[config.mk]
export PLATFORM = sky130hd
export DESIGN_NAME = roundrobin_dispatch
export DESIGN_NICKNAME = d
export VERILOG_FILES = /design/src/rtl/roundrobin_dispatch.sv
export SDC_FILE = /design/constraint.sdc
export NUM_CORES = 1
export LEC_CHECK = 0
export CAP_MARGIN = 20
export CORE_ASPECT_RATIO = 0.9
export CORE_MARGIN = 2
export CORE_UTILIZATION = 39
export CTS_CLUSTER_SIZE = 16
export DETAILED_ROUTE_END_ITERATION = 12
export GPL_TIMING_DRIVEN = 0
export PLACE_DENSITY = 0.76
export SLEW_MARGIN = 20
export SYNTH_ARGS = -nofsm -noshare
export SYNTH_HDL_FRONTEND = slang
export SYNTH_SLANG_ARGS = --single-unit
[constraint.sdc]
create_clock -name clk -period 3 [get_ports clk]
set_input_delay 0.45 -clock clk [delete_from_list [all_inputs] [get_ports clk]]
set_output_delay 0.45 -clock clk [all_outputs]
set_load 0.1 [all_outputs]
[src/rtl/roundrobin_dispatch.sv]
// roundrobin_dispatch: round-robin distribution of one valid/ready stream over N output holding slots
module roundrobin_dispatch #(
    parameter int ARB_WIDTH  = 4,
    parameter int DATA_WIDTH = 32
) (
    input  logic                            clk,
    input  logic                            rst,
    input  logic                            pause_i,
    input  logic                            in_vld_i,
    output logic                            in_rdy_o,
    input  logic [DATA_WIDTH-1:0]           in_data_i,
    output logic [ARB_WIDTH-1:0]            out_vld_o,
    input  logic [ARB_WIDTH-1:0]            out_rdy_i,
    output logic [ARB_WIDTH*DATA_WIDTH-1:0] out_data_o,
    output logic [ARB_WIDTH-1:0]            sel_o
);
    localparam int W  = ARB_WIDTH;
    localparam int DW = DATA_WIDTH;

    logic [W-1:0]    ptr_q, ptr_d, vld_q, vld_d, free;
    logic [W*DW-1:0] data_q, data_d;
    logic [2*W-1:0]  dbl, grant;
    logic            accept;

    // Pick the first free slot at or after ptr, wrapping circularly; advance ptr past it on accept
    always_comb begin
        free     = ~vld_q | out_rdy_i;
        dbl      = {free, free};
        grant    = dbl & ~(dbl - {{W{1'b0}}, ptr_q});
        sel_o    = pause_i ? '0 : grant[W-1:0] | grant[2*W-1:W];
        in_rdy_o = |sel_o;
        accept   = in_vld_i & in_rdy_o;
        ptr_d    = accept ? W'({sel_o, sel_o} >> (W - 1)) : ptr_q;
    end

    // Load the chosen slot; a handshaken slot that is not reloaded goes empty, data holds
    always_comb begin
        vld_d  = vld_q;
        data_d = data_q;
        for (int i = 0; i < W; i++) begin
            vld_d[i]               = (accept & sel_o[i]) | (vld_q[i] & ~out_rdy_i[i]);
            data_d[i*DW +: DW]     = (accept & sel_o[i]) ? in_data_i : data_q[i*DW +: DW];
        end
    end

    // State registers; reset drops every held beat and points back at port 0
    always_ff @(posedge clk) begin
        if (rst) begin
            vld_q  <= '0;
            data_q <= '0;
            ptr_q  <= W'(1);
        end else begin
            vld_q  <= vld_d;
            data_q <= data_d;
            ptr_q  <= ptr_d;
        end
    end

    assign out_vld_o  = vld_q;
    assign out_data_o = data_q;
endmodule

==> results of run 1 <==
[synthesized netlist by cell type (all sizes together)]
library cell / instances / area share (%)
nand2: 6 / 0.44
o22ai: 1 / 0.22
nor2b: 2 / 0.35
nand4: 32 / 3.5
and2b: 1 / 0.18
mux2: 1 / 0.20
o311ai: 1 / 0.16
nor3: 4 / 0.44
o21ai: 37 / 3.5
a211o: 1 / 0.16
and3: 1 / 0.11
nor2: 72 / 4.8
o22a: 1 / 0.18
or3: 1 / 0.20
buf: 26 / 3.5
o21a: 2 / 0.27
mux2i: 65 / 12
nand2b: 3 / 0.60
clkbuf: 28 / 1.9
o32ai: 1 / 0.16
dfxtp: 136 / 48
o221ai: 2 / 0.31
o21bai: 1 / 0.13
ha: 3 / 0.67
and3b: 1 / 0.16
inv: 11 / 0.73
a31oi: 1 / 0.22
and2: 2 / 0.22
o211ai: 5 / 0.75
a21oi: 72 / 6.4
a211oi: 1 / 0.22
xnor2: 2 / 0.31
nand3: 33 / 2.9
o31ai: 32 / 6.1
[per-stage QoR]
| stage | worst slack (ns) | power (mW) | area (um2) |
|---|---|---|---|
| after global routing | -0.0349 | 6.45 | 8530 |
| after floorplan | -0.425 | 3.56 | 5710 |
| after CTS | 0.0270 | 6.23 | 8490 |
| after detailed placement | -1.48 | 4.11 | 7700 |
| after global placement | -1.44 | 4.06 | 7700 |
| final | 0.0208 | 6.25 | 8530 |
[power groups by stage]
stage | logic (mW) | registers [mW] | clock network, mW
floorplan | 0.777 | 2.78 | 0
global placement | 2.04 | 2.02 | 0
detailed placement | 2.08 | 2.03 | 0
CTS | 2.19 | 2.00 | 2.03
global route | 2.32 | 2.01 | 2.11
finish | 2.24 | 2.00 | 2.01
[registers in the layout, indices dropped and copies added (netlist names)]
name	cells
ptr_q	4
out_vld_o	4
out_data_o	128
[cells by family after synthesis]
kind of cell / synth area share [%]
compound gates: 18.8
xor+xnor: 0.310
fa+ha+maj: 0.665
buf+inv: 6.21
flops: 48.2
mux: 11.8
simple gates: 14.0
[how the worst max path moves through the flow]
stage | depth (start not counted) | end | from
after floorplan | 9 | in_rdy_o | out_vld_o[2]$_SDFF_PP0_
after global placement | 10 | in_rdy_o | out_rdy_i[2]
after detailed placement | 10 | in_rdy_o | out_rdy_i[2]
after CTS | 9 | in_rdy_o | out_vld_o[2]$_SDFF_PP0_
after global routing | 9 | in_rdy_o | out_vld_o[2]$_SDFF_PP0_
final | 9 | in_rdy_o | out_vld_o[2]$_SDFF_PP0_
[repair_timing]
item	CTS	global route
hold endpoints to repair	0	0
resized for setup	59	5
pin swaps	10	8
cloned	0	0
hold buffers	0	0
endpoints found under the setup margin	5	3
setup buffers	14	2
[critical path, stage by stage, from the launching register on]
cell and delay (ns):
dfxtp_4 0.34, nor2b_4 0.19, inv_4 0.05, ha_4 0.30, a31oi_4 0.12, buf_4 0.17
o21ai_4 0.31, o21ai_2 0.11, a211o_4 0.35, buf_12 0.17
[metal layers]
metal	global-route usage, %	up-vias	share of wire [%]
met1	30.8	2654	42
met5	0	-	0
met4	9.11	0	2.5
met2	39.9	256	48
met3	8.23	43	8.1
li1	-	2533	-
[final cells by class]
type	count	area, um2	area share, %
Multi-Input combinational cell	387	2740	32.1
Sequential cell	136	2740	32.1
Timing Repair Buffer	191	1890	22.1
Clock buffer	24	513	6.01
Buffer	54	309	3.62
Tap cell	193	241	2.83
Clock inverter	6	62.6	0.733
Inverter	11	43.8	0.513
==> metrics.txt, run 1 <==
largest net degree at the start of global routing 17; clk_lat worst skew 0.42 ns; R2R depth 11; routed vias/inst 5.48; synth-to-layout area growth 51.2%; Setup Skew 0.0159 ns; relative slew slack 30.9%; starting density of the core 40.0%; worst hold path cell count 3; Clock Path Buffers 2; Via Count 5,486; die area 15,500 um2; ratio of cells with drive above 1 in the final layout 17.1%; Non-Filler Instances 1,002; P_sw 2.44 mW; core footprint 14,100 um2; crit-path max FO 7; leakage 3.10 nW; Clk pwr share 32.2%; Yosys warning count 0; Cell Pwr Density 733 nW/um2; nets@finish 841; fin crit share 99.3%; post-layout util 60.5%; setup TNS 0 ns; WL per Instance 19.3 um; # port buffers 175; Final GP Congestion 0.807; WL final 19.4 mm; CTS tree yes; hold path endpoint out_vld_o[0]$_SDFF_PP0_; CP Capture Type primary output; R2R Setup Slk 0.58 ns; synthesized area per cell 9.60 um2; RSZ-0062 raised after global routing yes; Switching Share 39.0%; placed cells 956; Tot GR Track Use 24.8%; drt first-iter violations 420; outcome finished clean; Pint 3.81 mW; Setup CP Type reg -> out; Root Buffer clkbuf_16; max cap viols 0; Final Slew Violations 0; chip width 131 um; most frequent cells in the layout clkdlybuf4s50_1, dfxtp_1, nor2_1, a21oi_1, mux2i_1; FMAX 0.336 GHz; Worst Path Arrival 2.53 ns; number of global-route vias before repair 5,448; Critical R2R Launch out_vld_o[2]$_SDFF_PP0_; Ant. Diodes 0; DRC viols 0; synthesized instance count 588; die height 118 um; hold slack 0.427 ns; sequential share of power 32.0%; Logic pwr share 35.8%; final hold vios 0; Distinct cells, synth 47; worst min path class in -> reg; Setup-failing EPs final 0; Worst-Margin Slew 1.03 ns; register bit total from synthesis 136; most common library cell in the layout ignoring fill and taps clkdlybuf4s50_1; HPWL after DPL 13.2 mm; Worst setup SP type register; 1st-pass router iterations 5; post-synthesis sequential area ratio 48.2%; Mapped Area 5640 um2; first-pass GRT wire length 29.3 mm; initial antenna violation count 0; # fillers 1,168; post-route ant nets 0; CTS sink count 136; Syn Nets 631; Final min period 2.98 ns; Reg2Reg Capture Point out_data_o[87]$_SDFFE_PP0P_; io pins 177; CTS buffer count 17; Req. time, crit path 2.55 ns; H-tree depth 4; min-delay src out_rdy_i[0]; clk slew on worst S/H paths 0.06 ns; VDD IR max 436 uV; GRT overflow 0; FP Rows 41
Power figures use the tool's default switching activity.
==> inputs of run 2 (changes only) <==
--- a/config.mk
+++ b/config.mk
@@ -5,14 +5,13 @@
 export SDC_FILE = /design/constraint.sdc
 export NUM_CORES = 1
 export LEC_CHECK = 0
-export CAP_MARGIN = 20
+export ABC_AREA = 1
 export CORE_ASPECT_RATIO = 0.9
-export CORE_MARGIN = 2
 export CORE_UTILIZATION = 39
 export CTS_CLUSTER_SIZE = 16
 export DETAILED_ROUTE_END_ITERATION = 12
 export GPL_TIMING_DRIVEN = 0
-export PLACE_DENSITY = 0.76
+export PLACE_DENSITY = 0.78
 export SLEW_MARGIN = 20
 export SYNTH_ARGS = -nofsm -noshare
 export SYNTH_HDL_FRONTEND = slang
==> metrics.txt, run 2 <==
Final Slew Violations 0; clk_lat worst skew 0.41 ns; worst min path class reg -> reg; drt first-iter violations 405; ratio of cells with drive above 1 in the final layout 9.28%; synthesized instance count 624; Clock Path Buffers 2; WL per Instance 16.2 um; most common library cell in the layout ignoring fill and taps clkdlybuf4s50_1; routed vias/inst 5.04; die height 109 um; Synth area leaders dfxtp_1, a21oi_1, nor2_1; Critical R2R Launch ptr_q[1]$_SDFFE_PP0N_; FMAX 0.349 GHz; Mapped Area 4980 um2; core footprint 12,300 um2; Distinct cells, synth 22; largest net degree at the start of global routing 17; Worst Path Arrival 2.41 ns; async set-reset flop share out of synthesis 0%; pre-CTS setup slack -1.08 ns; setup TNS 0 ns; placed cell area 6940 um2; overall power 5.24 mW; initial antenna violation count 0; Most used DFF post-synth dfxtp_1; clk slew on worst S/H paths 0.06 ns; Worst-Margin Slew 1.03 ns; Simple-Gate Fraction of Synth Area 15.1%; Synth Area in Compound Gates 20.8%; hold buffers post-CTS 0; post-layout util 62.0%; number of global-route vias before repair 4,739; relative slew slack 31.3%; chip width 121 um; nets@finish 862; Final WS setup 0.137 ns; post-route ant nets 0; fin crit share 95.4%; hold slack 0.462 ns; final hold vios 0; main combinational cell family by area after synthesis compound AO/OA/AOI/OAI gates; cell with the most instances after synthesis a21oi_1; post-synthesis sequential area ratio 54.7%; Worst setup SP type input pin; H-tree depth 4; die area 13,200 um2; # port buffers 174; 1st-pass router iterations 5; area leader, netlist dfxtp_1; synth-to-layout area growth 52.8%; HPWL after DPL 11.3 mm; Setup CP Type in -> out; Req. time, crit path 2.55 ns; outcome finished clean; placed cells 958; Cell Pwr Density 689 nW/um2; io pins 177; CTS sink count 136; Setup Skew 0.00488 ns; Synth top area share 54.7%; Final GP Congestion 0.837; Ant. Diodes 0; Via Count 4,994; starting density of the core 40.6%; synthesized area per cell 7.98 um2; post-route cell area 7610 um2; Syn Nets 667; min-delay src out_data_o[66]$_SDFFE_PP0P_; FP Rows 38; DRC viols 0; leakage 3.05 nW; CTS tree yes; first-pass GRT wire length 24.5 mm; Non-Filler Instances 990; Setup-failing EPs final 0; Worst Setup SP out_rdy_i[1]; max FFs per register 128; Tot GR Track Use 24.3%; register bit total from synthesis 136; post-synthesis mux area share 0%; post-synthesis adder-cell area fraction 0.754%; Yosys warning count 0; EDFF count, synth 0; synth cell count leaders a21oi_1, dfxtp_1, nor2_1, nand2_1, inv_1; XOR/XNOR Fraction of Synth Area 0.176%; CP Capture Type primary output; Root Buffer clkbuf_16; VDD IR max 401 uV; Final min period 2.86 ns; crit-path max FO 3; max cap viols 0; WL final 16.0 mm; GRT overflow 0; most frequent cells in the layout clkdlybuf4s50_1, a21oi_1, dfxtp_1; CTS buffer count 17
run 2: changes by cell type after synthesis, moves of 11 or more:
cell / change
o31ai_1: -11
nand4_1: -30
nand2_1: +55
o31ai_2: -21
a21oi_1: +67
mux2i_1: -64
o21ai_1: +19
inv_1: +41
run 2: kinds of logic (layout without fill, tap and decap cells):
family	count (synthesis)	count (layout)
buf+inv	99	305
xor+xnor	1	1
fa+ha+maj	3	3
flops	136	136
simple gates	180	180
compound gates	205	205
run 2: layout make-up:
cell class / count / area (um2)
sequential: 136 / 2730
fill: 1101 / 4660
tap: 160 / 200
inverter: 53 / 199
multi-input combinational: 389 / 1870
clock inverter: 12 / 176
buffer: 46 / 230
timing repair buffer: 176 / 1760
clock buffer: 18 / 439
run 2: per-layer routing:
layer	vias to the layer above	global-route usage [%]	part of all wire, %
li1	2449	-	-
met1	2327	31.3	45
met2	202	39.1	46
met3	16	7.69	8.3
met4	0	7.23	1.1
met5	-	0	0
run 2: power by group:
| group | leakage (nW) | total [mW] | internal [mW] | switching [mW] |
|---|---|---|---|---|
| Combinational | 1.65 | 1.14 | 0.272 | 0.865 |
| Clock | 0.298 | 2.17 | 1.40 | 0.771 |
| Sequential | 1.10 | 1.93 | 1.89 | 0.0444 |
run 2: final timing paths:
kind	slack (ns)	endpoint	cells after the start
max	0.14	in_rdy_o	14
min	0.46	out_data_o[66]$_SDFFE_PP0P_	2
max reg2reg	0.62	out_data_o[92]$_SDFFE_PP0P_	14
min reg2reg	0.46	out_data_o[66]$_SDFFE_PP0P_	2
run 2: critical path: stages:
cell             delay (ns)
clkdlybuf4s50_1        0.46
inv_1                  0.05
nand2_2                0.07
nand2_1                0.08
nand2_1                0.10
inv_1                  0.05
ha_1                   0.19
inv_1                  0.08
nand2_2                0.09
xor2_2                 0.26
nand2_1                0.10
a21oi_2                0.14
nand3_2                0.11
buf_12                 0.19
run 2: timing repair:
action,4_1_cts,5_1_grt
gates resized for setup,29,12
pin swaps,1,3
setup buffers,0,2
gates cloned,0,0
setup endpoints to repair,5,5
==> inputs of run 3 (changes only) <==
--- a/config.mk
+++ b/config.mk
@@ -12,6 +12,7 @@
 export DETAILED_ROUTE_END_ITERATION = 12
 export GPL_TIMING_DRIVEN = 0
 export PLACE_DENSITY = 0.78
+export SKIP_CTS_REPAIR_TIMING = 1
 export SLEW_MARGIN = 20
 export SYNTH_ARGS = -nofsm -noshare
 export SYNTH_HDL_FRONTEND = slang
==> metrics.txt, run 3 (same netlist as run 2, synthesis figures left out) <==
Switching Share 32.1%; synth-to-layout area growth 53.0%; Clk pwr share 41.5%; post-layout util 62.1%; area of the multi-input gates 1870 um2; Logic pwr share 21.7%; WL per Instance 16.2 um; Final Slew Violations 0; routed vias/inst 5.07; Clock Path Buffers 2; outcome finished clean; setup TNS 0 ns; clk_lat worst skew 0.41 ns; final hold vios 0; Critical R2R Launch out_vld_o[1]$_SDFF_PP0_; max cap viols 0; WL final 16.0 mm; 1st-pass router iterations 5; H-tree depth 4; worst hold path cell count 2; HPWL after DPL 11.3 mm; Worst Path Arrival 2.41 ns; most frequent cells in the layout clkdlybuf4s50_1, a21oi_1, dfxtp_1; largest net degree at the start of global routing 17; Final min period 2.86 ns; R2R depth 14; Final GP Congestion 0.837; crit-path max FO 5; Cell Pwr Density 689 nW/um2; Setup-failing EPs final 0; post-route ant nets 0; CP Capture Type primary output; leakage 3.06 nW; core footprint 12,300 um2; pre-CTS setup slack -1.08 ns; Via Count 5,026; CTS tree yes; Non-Filler Instances 991; Tot GR Track Use 24.3%; VDD IR max 402 uV; relative slew slack 31.2%; GRT overflow 0; hold slack 0.462 ns; Worst setup SP type input pin; io pins 177; drt first-iter violations 369; nets@finish 863; clk slew on worst S/H paths 0.06 ns; Worst Setup SP out_rdy_i[1]; post-route cell area 7620 um2; Final WS setup 0.139 ns; overall power 5.25 mW; number of global-route vias before repair 4,729; first-pass GRT wire length 24.4 mm; Setup Skew 0.00540 ns; # port buffers 174; placed cell area 6940 um2; sequential share of power 36.8%; Ant. Diodes 0; # fillers 1,094; ratio of cells with drive above 1 in the final layout 9.63%; max FFs per register 128; Root Buffer clkbuf_16; die area 13,200 um2; FMAX 0.349 GHz; Req. time, crit path 2.55 ns; chip width 121 um; P_sw 1.68 mW; fin crit share 95.4%; die height 109 um; FP Rows 38; Worst-Margin Slew 1.03 ns; CTS buffer count 17; starting density of the core 40.6%; Pint 3.56 mW; DRC viols 0; CTS sink count 136; register area 2730 um2; Setup CP Type in -> out; initial antenna violation count 0; most common library cell in the layout ignoring fill and taps clkdlybuf4s50_1; placed cells 958; worst min path class reg -> reg; min-delay src out_data_o[66]$_SDFFE_PP0P_
## run 3: changes by cell type in the layout (fill, tap and decap cells not counted)
cell      delta
nand2_1      -2
nand2_2      +2
buf_2        -1
buf_4        +1
clkbuf_2     +1
## run 3: critical path, cell delays in order
cell	delay (ns)
clkdlybuf4s50_1	0.46
inv_1	0.06
nand2_2	0.11
nand2_2	0.08
nand2_2	0.07
inv_1	0.04
ha_1	0.18
inv_1	0.08
nand2_2	0.09
xor2_2	0.25
nand2_1	0.10
a21oi_2	0.13
nand3_2	0.12
buf_12	0.19
## run 3: power groups by stage
stage               clock, mW  sequential (mW)  combinational (mW)
detailed placement          0             1.97                1.11
global placement            0             1.97                1.11
CTS                      2.20             1.93                1.12
global route             2.29             1.94                1.19
floorplan                   0             2.50               0.277
finish                   2.18             1.93                1.14
## run 3: routing by layer
layer	vias up	GRT usage [%]	share of wire [%]
met5	-	0	0
met4	0	7.23	1.0
li1	2451	-	-
met1	2350	31.2	45
met3	14	7.69	8.8
met2	211	38.9	46
## run 3: path summary, 6_finish.rpt
check,end,slack [ns]
setup / recovery,in_rdy_o,0.14
hold / removal,out_data_o[66]$_SDFFE_PP0P_,0.46
setup reg to reg,out_data_o[92]$_SDFFE_PP0P_,0.61
hold reg to reg,out_data_o[66]$_SDFFE_PP0P_,0.46
## run 3: cell type report
type                            count  area share, %
Sequential cell                   136           35.8
Clock buffer                       18           5.76
Timing Repair Buffer              177           23.3
Tap cell                          160           2.63
Multi-Input combinational cell    389           24.6
Inverter                           53           2.61
Buffer                             46           3.02
Clock inverter                     12           2.32
==> RTL change 1: new RTL, settings of run 1 <==
`data_q` no longer has a reset.
--- a/src/rtl/roundrobin_dispatch.sv
+++ b/src/rtl/roundrobin_dispatch.sv
@@ -47,13 +47,15 @@
     always_ff @(posedge clk) begin
         if (rst) begin
             vld_q  <= '0;
-            data_q <= '0;
             ptr_q  <= W'(1);
         end else begin
             vld_q  <= vld_d;
-            data_q <= data_d;
             ptr_q  <= ptr_d;
         end
+    end
+
+    always_ff @(posedge clk) begin
+        data_q <= data_d;
     end
 
     assign out_vld_o  = vld_q;
Formal check against the unedited RTL: differs if rst is asserted again (counterexample within 4 cycles, from zero or initial values and one cycle with rst high); with rst held inactive, the same outputs for 10 cycles.
==> RTL change 1 against run 1 <==
- setup slack lost 0.13 ns
- design area down 10%
- the flow now finishes with violations (setup timing)
- wire length down 41%
- critical endpoint unchanged
- area after synthesis down 19%
- sequential cell count unchanged
- count of clock-buffer cells in the layout down 5
Power is not compared: it rests on default switching activity, and its combinational part moved more than twofold at a synthesized area within 25%.
==> RTL change 1: results (changes against run 1) <==
status complete, but fails checks; failing checks setup timing; r2r endpoint out_data_o[95]; DR WL/cell 18.7 um (-3.0%); TritonCTS Buffers 17 (unchanged); number of iterations in the first detailed-routing pass 4 (-1); worst-case reg-to-reg path depth 10 (-1); Mapped Nets 261 (-59%); pre-CTS WS -1.35 ns (+0.133 ns); min-delay src out_rdy_i[3]; fill count 815 (-30%); synthesized area per cell 20.9 um^2 (+120%); top cells by count, synth edfxtp_1, nor2_1, dfxtp_1, inv_1, nand2_1; number of global-route vias before repair 2913 (-47%); Worst Hold End out_vld_o[3]; Netlist cell types 40 (-15%); routability cong. 0.894 (+11%); register-to-register path setup slack 0.15 ns (-0.43 ns); share of cells above drive strength 1 22.5% (+5.5 points); first-pass GRT wire length 16700 um (-43%); RR Startpoint out_vld_o[1]; Post-synth EDFFs 128 (+128); die area 12500 um^2 (-19%); largest net degree at the start of global routing 17 (unchanged); CP max FO 3 (-4); measured slew at the worst slew-check pin 1.02 ns (-0.0123 ns); top cells by area, synth edfxtp_1, dfxtp_1, ha_1; Final nets 484 (-42%); final setup margin -0.109 ns (-0.130 ns); vias per cell 4.81 (-12%); drt total wl 11400 um (-41%); Initial DRC Count 225 (-46%); Post-synth top flop edfxtp_1; worst clock skew 0.0135 ns (-0.00241 ns); # port buffers 176 (+0.57%); Seq/Total Area, Yosys 88.1% (+40 points); Hold WS 0.439 ns (+0.0123 ns); Placed Instances 555 (-42%); setup violators final 1 (+1)
RTL change 1: worst max path at each step:
stage                             from  cells after the start  slack, ns              to
final                     out_vld_o[1]                     10      -0.11        in_rdy_o
after global routing      out_rdy_i[2]                     11      -0.18        in_rdy_o
after CTS                 out_rdy_i[2]                     10      -0.15        in_rdy_o
after detailed placement  out_rdy_i[1]                     11      -1.35        in_rdy_o
after global placement    out_rdy_i[1]                     11      -1.32        in_rdy_o
after floorplan           out_vld_o[3]                      9      -0.27  out_data_o[64]
RTL change 1: final cells by class:
class / count / area (um^2) / share of cell area [%]
inverter: 8 / 33.8 / 0.442
timing repair buffer: 203 / 2050 / 26.8
timing repair inverter: 1 / 7.51 / 0.0983
clock inverter: 12 / 175 / 2.29
buffer: 1 / 15.0 / 0.197
tap: 156 / 195 / 2.56
sequential: 136 / 4020 / 52.6
multi-input combinational: 73 / 712 / 9.32
clock buffer: 19 / 433 / 5.67
RTL change 1: worst max-delay path: stages, from the launching register on:
cell and delay [ns]:
dfxtp_4 0.34, and2b_2 0.22, xnor2_2 0.18, inv_2 0.09, ha_4 0.17, a221o_1 0.30
a211oi_4 0.29, nand2b_4 0.17, and3_4 0.20, o22ai_4 0.08, buf_12 0.20
RTL change 1: cells by family after synthesis:
family / Yosys count / synth area share, %
AND/OR/NAND/NOR: 40 / 5.15
adder cells (fa/ha/maj): 3 / 0.826
AO/OA/AOI/OAI: 27 / 4.27
buffers and inverters: 9 / 0.908
XOR/XNOR: 2 / 0.550
multiplexers: 1 / 0.248
flip-flops: 136 / 88.1
RTL change 1: report_power, final:
part | internal [W] | leakage [nW] | switching [W] | total, W
Clock | 0.00139 | 0.291 | 0.000733 | 0.00212
Sequential | 0.00216 | 1.23 | 0.0000222 | 0.00218
Combinational | 0.000271 | 1.11 | 0.000698 | 0.000970
Total | 0.00382 | 2.63 | 0.00145 | 0.00527
RTL change 1: stage by stage:
stage               instance area [um^2]  setup TNS, ns
floorplan                           4680          -9.02
global placement                    6640        -123.69
detailed placement                  6710         -61.26
CTS                                 7480         -0.191
global route                        7640         -0.279
finish                              7640         -0.109
RTL change 1: repair_timing:
action | CTS | global route
gates cloned | 1 | 0
endpoints found under the setup margin | 53 | 31
buffers inserted | 10 | 12
gates resized for setup | 50 | 14
pin swaps | 6 | 6
RTL change 1: per-layer routing:
layer	track usage, %	vias up	share of wire [%]
met3	8.10	13	10
met5	0	-	0
met4	6.37	0	1.0
li1	-	1311	-
met1	21.7	1438	41
met2	28.6	168	48
==> RTL change 2: new RTL, settings of run 1 <==
Without the edit above. The parameter `DATA_WIDTH` goes from 32 to 64.
--- a/src/rtl/roundrobin_dispatch.sv
+++ b/src/rtl/roundrobin_dispatch.sv
@@ -1,7 +1,7 @@
 // roundrobin_dispatch: round-robin distribution of one valid/ready stream over N output holding slots
 module roundrobin_dispatch #(
     parameter int ARB_WIDTH  = 4,
-    parameter int DATA_WIDTH = 32
+    parameter int DATA_WIDTH = 64
 ) (
     input  logic                            clk,
     input  logic                            rst,
Interface: changed (resized in_data_i and out_data_o); port bits go from 177 to 337. No check against the original RTL was run, so the function may have changed too.
==> RTL change 2 against run 1 <==
- the flow now finishes with violations (setup timing)
- wire length increased by 99%
- area after synthesis increased by 85%
- global-route usage increased by 1.2 points
- fmax decreased by 4.0%
- non-clock buffer count increased by 233
- power increased by 80%
- setup slack got worse by 0.13 ns
- sequential share of layout area increased by 1.9 points
- clock skew decreased by 0.00068 ns
- design area increased by 83%
- sequential cell count increased by 128
- combinational power increased by 74%
- synthesized cell count increased by 98%
- final cell count increased by 92%
- critical endpoint unchanged
- largest power group unchanged
- highest routed layer unchanged
==> RTL change 2: results (changes against run 1) <==
status complete, but fails checks; failing checks setup timing; # port buffers 336 (+92%); Worst EP arrival 2.65 ns (+0.12 ns); DPL Wire Length 27300 um (+110%); Setup crit start out_vld_o[1]; r2r endpoint out_data_o[118]; measured slew at the worst slew-check pin 1.07 ns (+0.0366 ns); clk_lat worst skew 0.55 ns (+0.13 ns); fill count 2247 (+92%); largest net degree at the start of global routing 14 (-3); Mapped Nets 1242 (+97%); final setup margin -0.105 ns (-0.126 ns); Max VDD drop 497 uV (+14%); initial antenna violation count 2 (+2); worst-case reg-to-reg path depth 12 (+1); vias 10400 (+90%); GRT Util Overall 26.0% (+1.2 points); Initial DRC Count 768 (+83%); drt total wl 38600 um (+99%); worst clock skew 0.0152 ns (-0.000684 ns); TNS Setup -0.179 ns (-0.179 ns); worst min path class flop to flop; area post-placement 14300 um^2 (+85%); top cells by count, synth dfxtp_1, a21oi_1, nand2_1, nor2_1, clkbuf_1; setup violators final 2 (+2); Final nets 1630 (+94%); Netlist cell types 45 (-4.3%); register-to-register path setup slack 0.01 ns (-0.57 ns); routability cong. 0.900 (+12%)
[RTL change 2: layout make-up]
class	instances	area, um^2	area share (%)
tap	348	435	2.79
inverter	9	36.3	0.233
sequential	264	5300	34.0
multi-input combinational	774	4700	30.2
timing repair buffer	358	3570	22.9
antenna	2	5.00	0.0321
buffer	120	593	3.80
clock inverter	7	60.1	0.385
clock buffer	44	892	5.72
[RTL change 2: worst reg2reg max path, cell delays in order, from the launching register on]
cell,delay (ns)
dfxtp_4,0.34
nor2b_4,0.17
inv_4,0.05
ha_4,0.25
a31oi_4,0.19
buf_4,0.14
buf_4,0.09
o311ai_1,0.11
a21oi_1,0.59
buf_4,0.39
buf_6,0.22
mux2i_1,0.22
nor2_1,0.07
[RTL change 2: cell families after synthesis]
logic type	Yosys count	synth area share, %
AOI/OAI and AO/OA	349	20.9
muxes	66	6.35
buffers and inverters	129	5.79
DFF	264	50.7
and+or+nand+nor	354	15.7
adders and majority gates	3	0.360
xor gates and xnor gates	2	0.168
[RTL change 2: repair_timing]
item,in CTS,in global routing
setup endpoints to repair,29,4
resized for setup,68,11
gates cloned,0,0
pin swaps,12,12
buffers inserted,14,8
[RTL change 2: routing by layer]
layer  vias to the layer above  GRT usage [%]  wire [um]
met5                         -              0          0
met4                         0           9.20       1330
met3                        86           4.99       2700
met2                       416           41.7      17700
met1                      5018           35.0      16900
li1                       4916              -          -
[RTL change 2: report_power, final]
part           switching (W)  internal, W
Sequential          0.000126      0.00373
Clock                0.00141      0.00211
Combinational        0.00291     0.000997
Total                0.00445      0.00683
[RTL change 2: worst min path at each step]
stage	from	endpoint	depth (start not counted)
after floorplan	ptr_q[2]	ptr_q[2]	2
after global placement	out_data_o[2]	out_data_o[2]	2
after detailed placement	out_data_o[44]	out_data_o[44]	2
after CTS	out_rdy_i[3]	out_vld_o[3]	3
after global routing	out_data_o[53]	out_data_o[53]	2
final	out_data_o[44]	out_data_o[44]	2
[RTL change 2: per-stage QoR]
step	instances	setup slack [ns]	util, %
final	1926	-0.105	59.7
after global routing	1926	-0.200	59.7
after CTS	1916	-0.0906	59.3
after detailed placement	1851	-1.62	54.7
after global placement	1851	-1.63	54.7
after floorplan	1167	-0.511	-
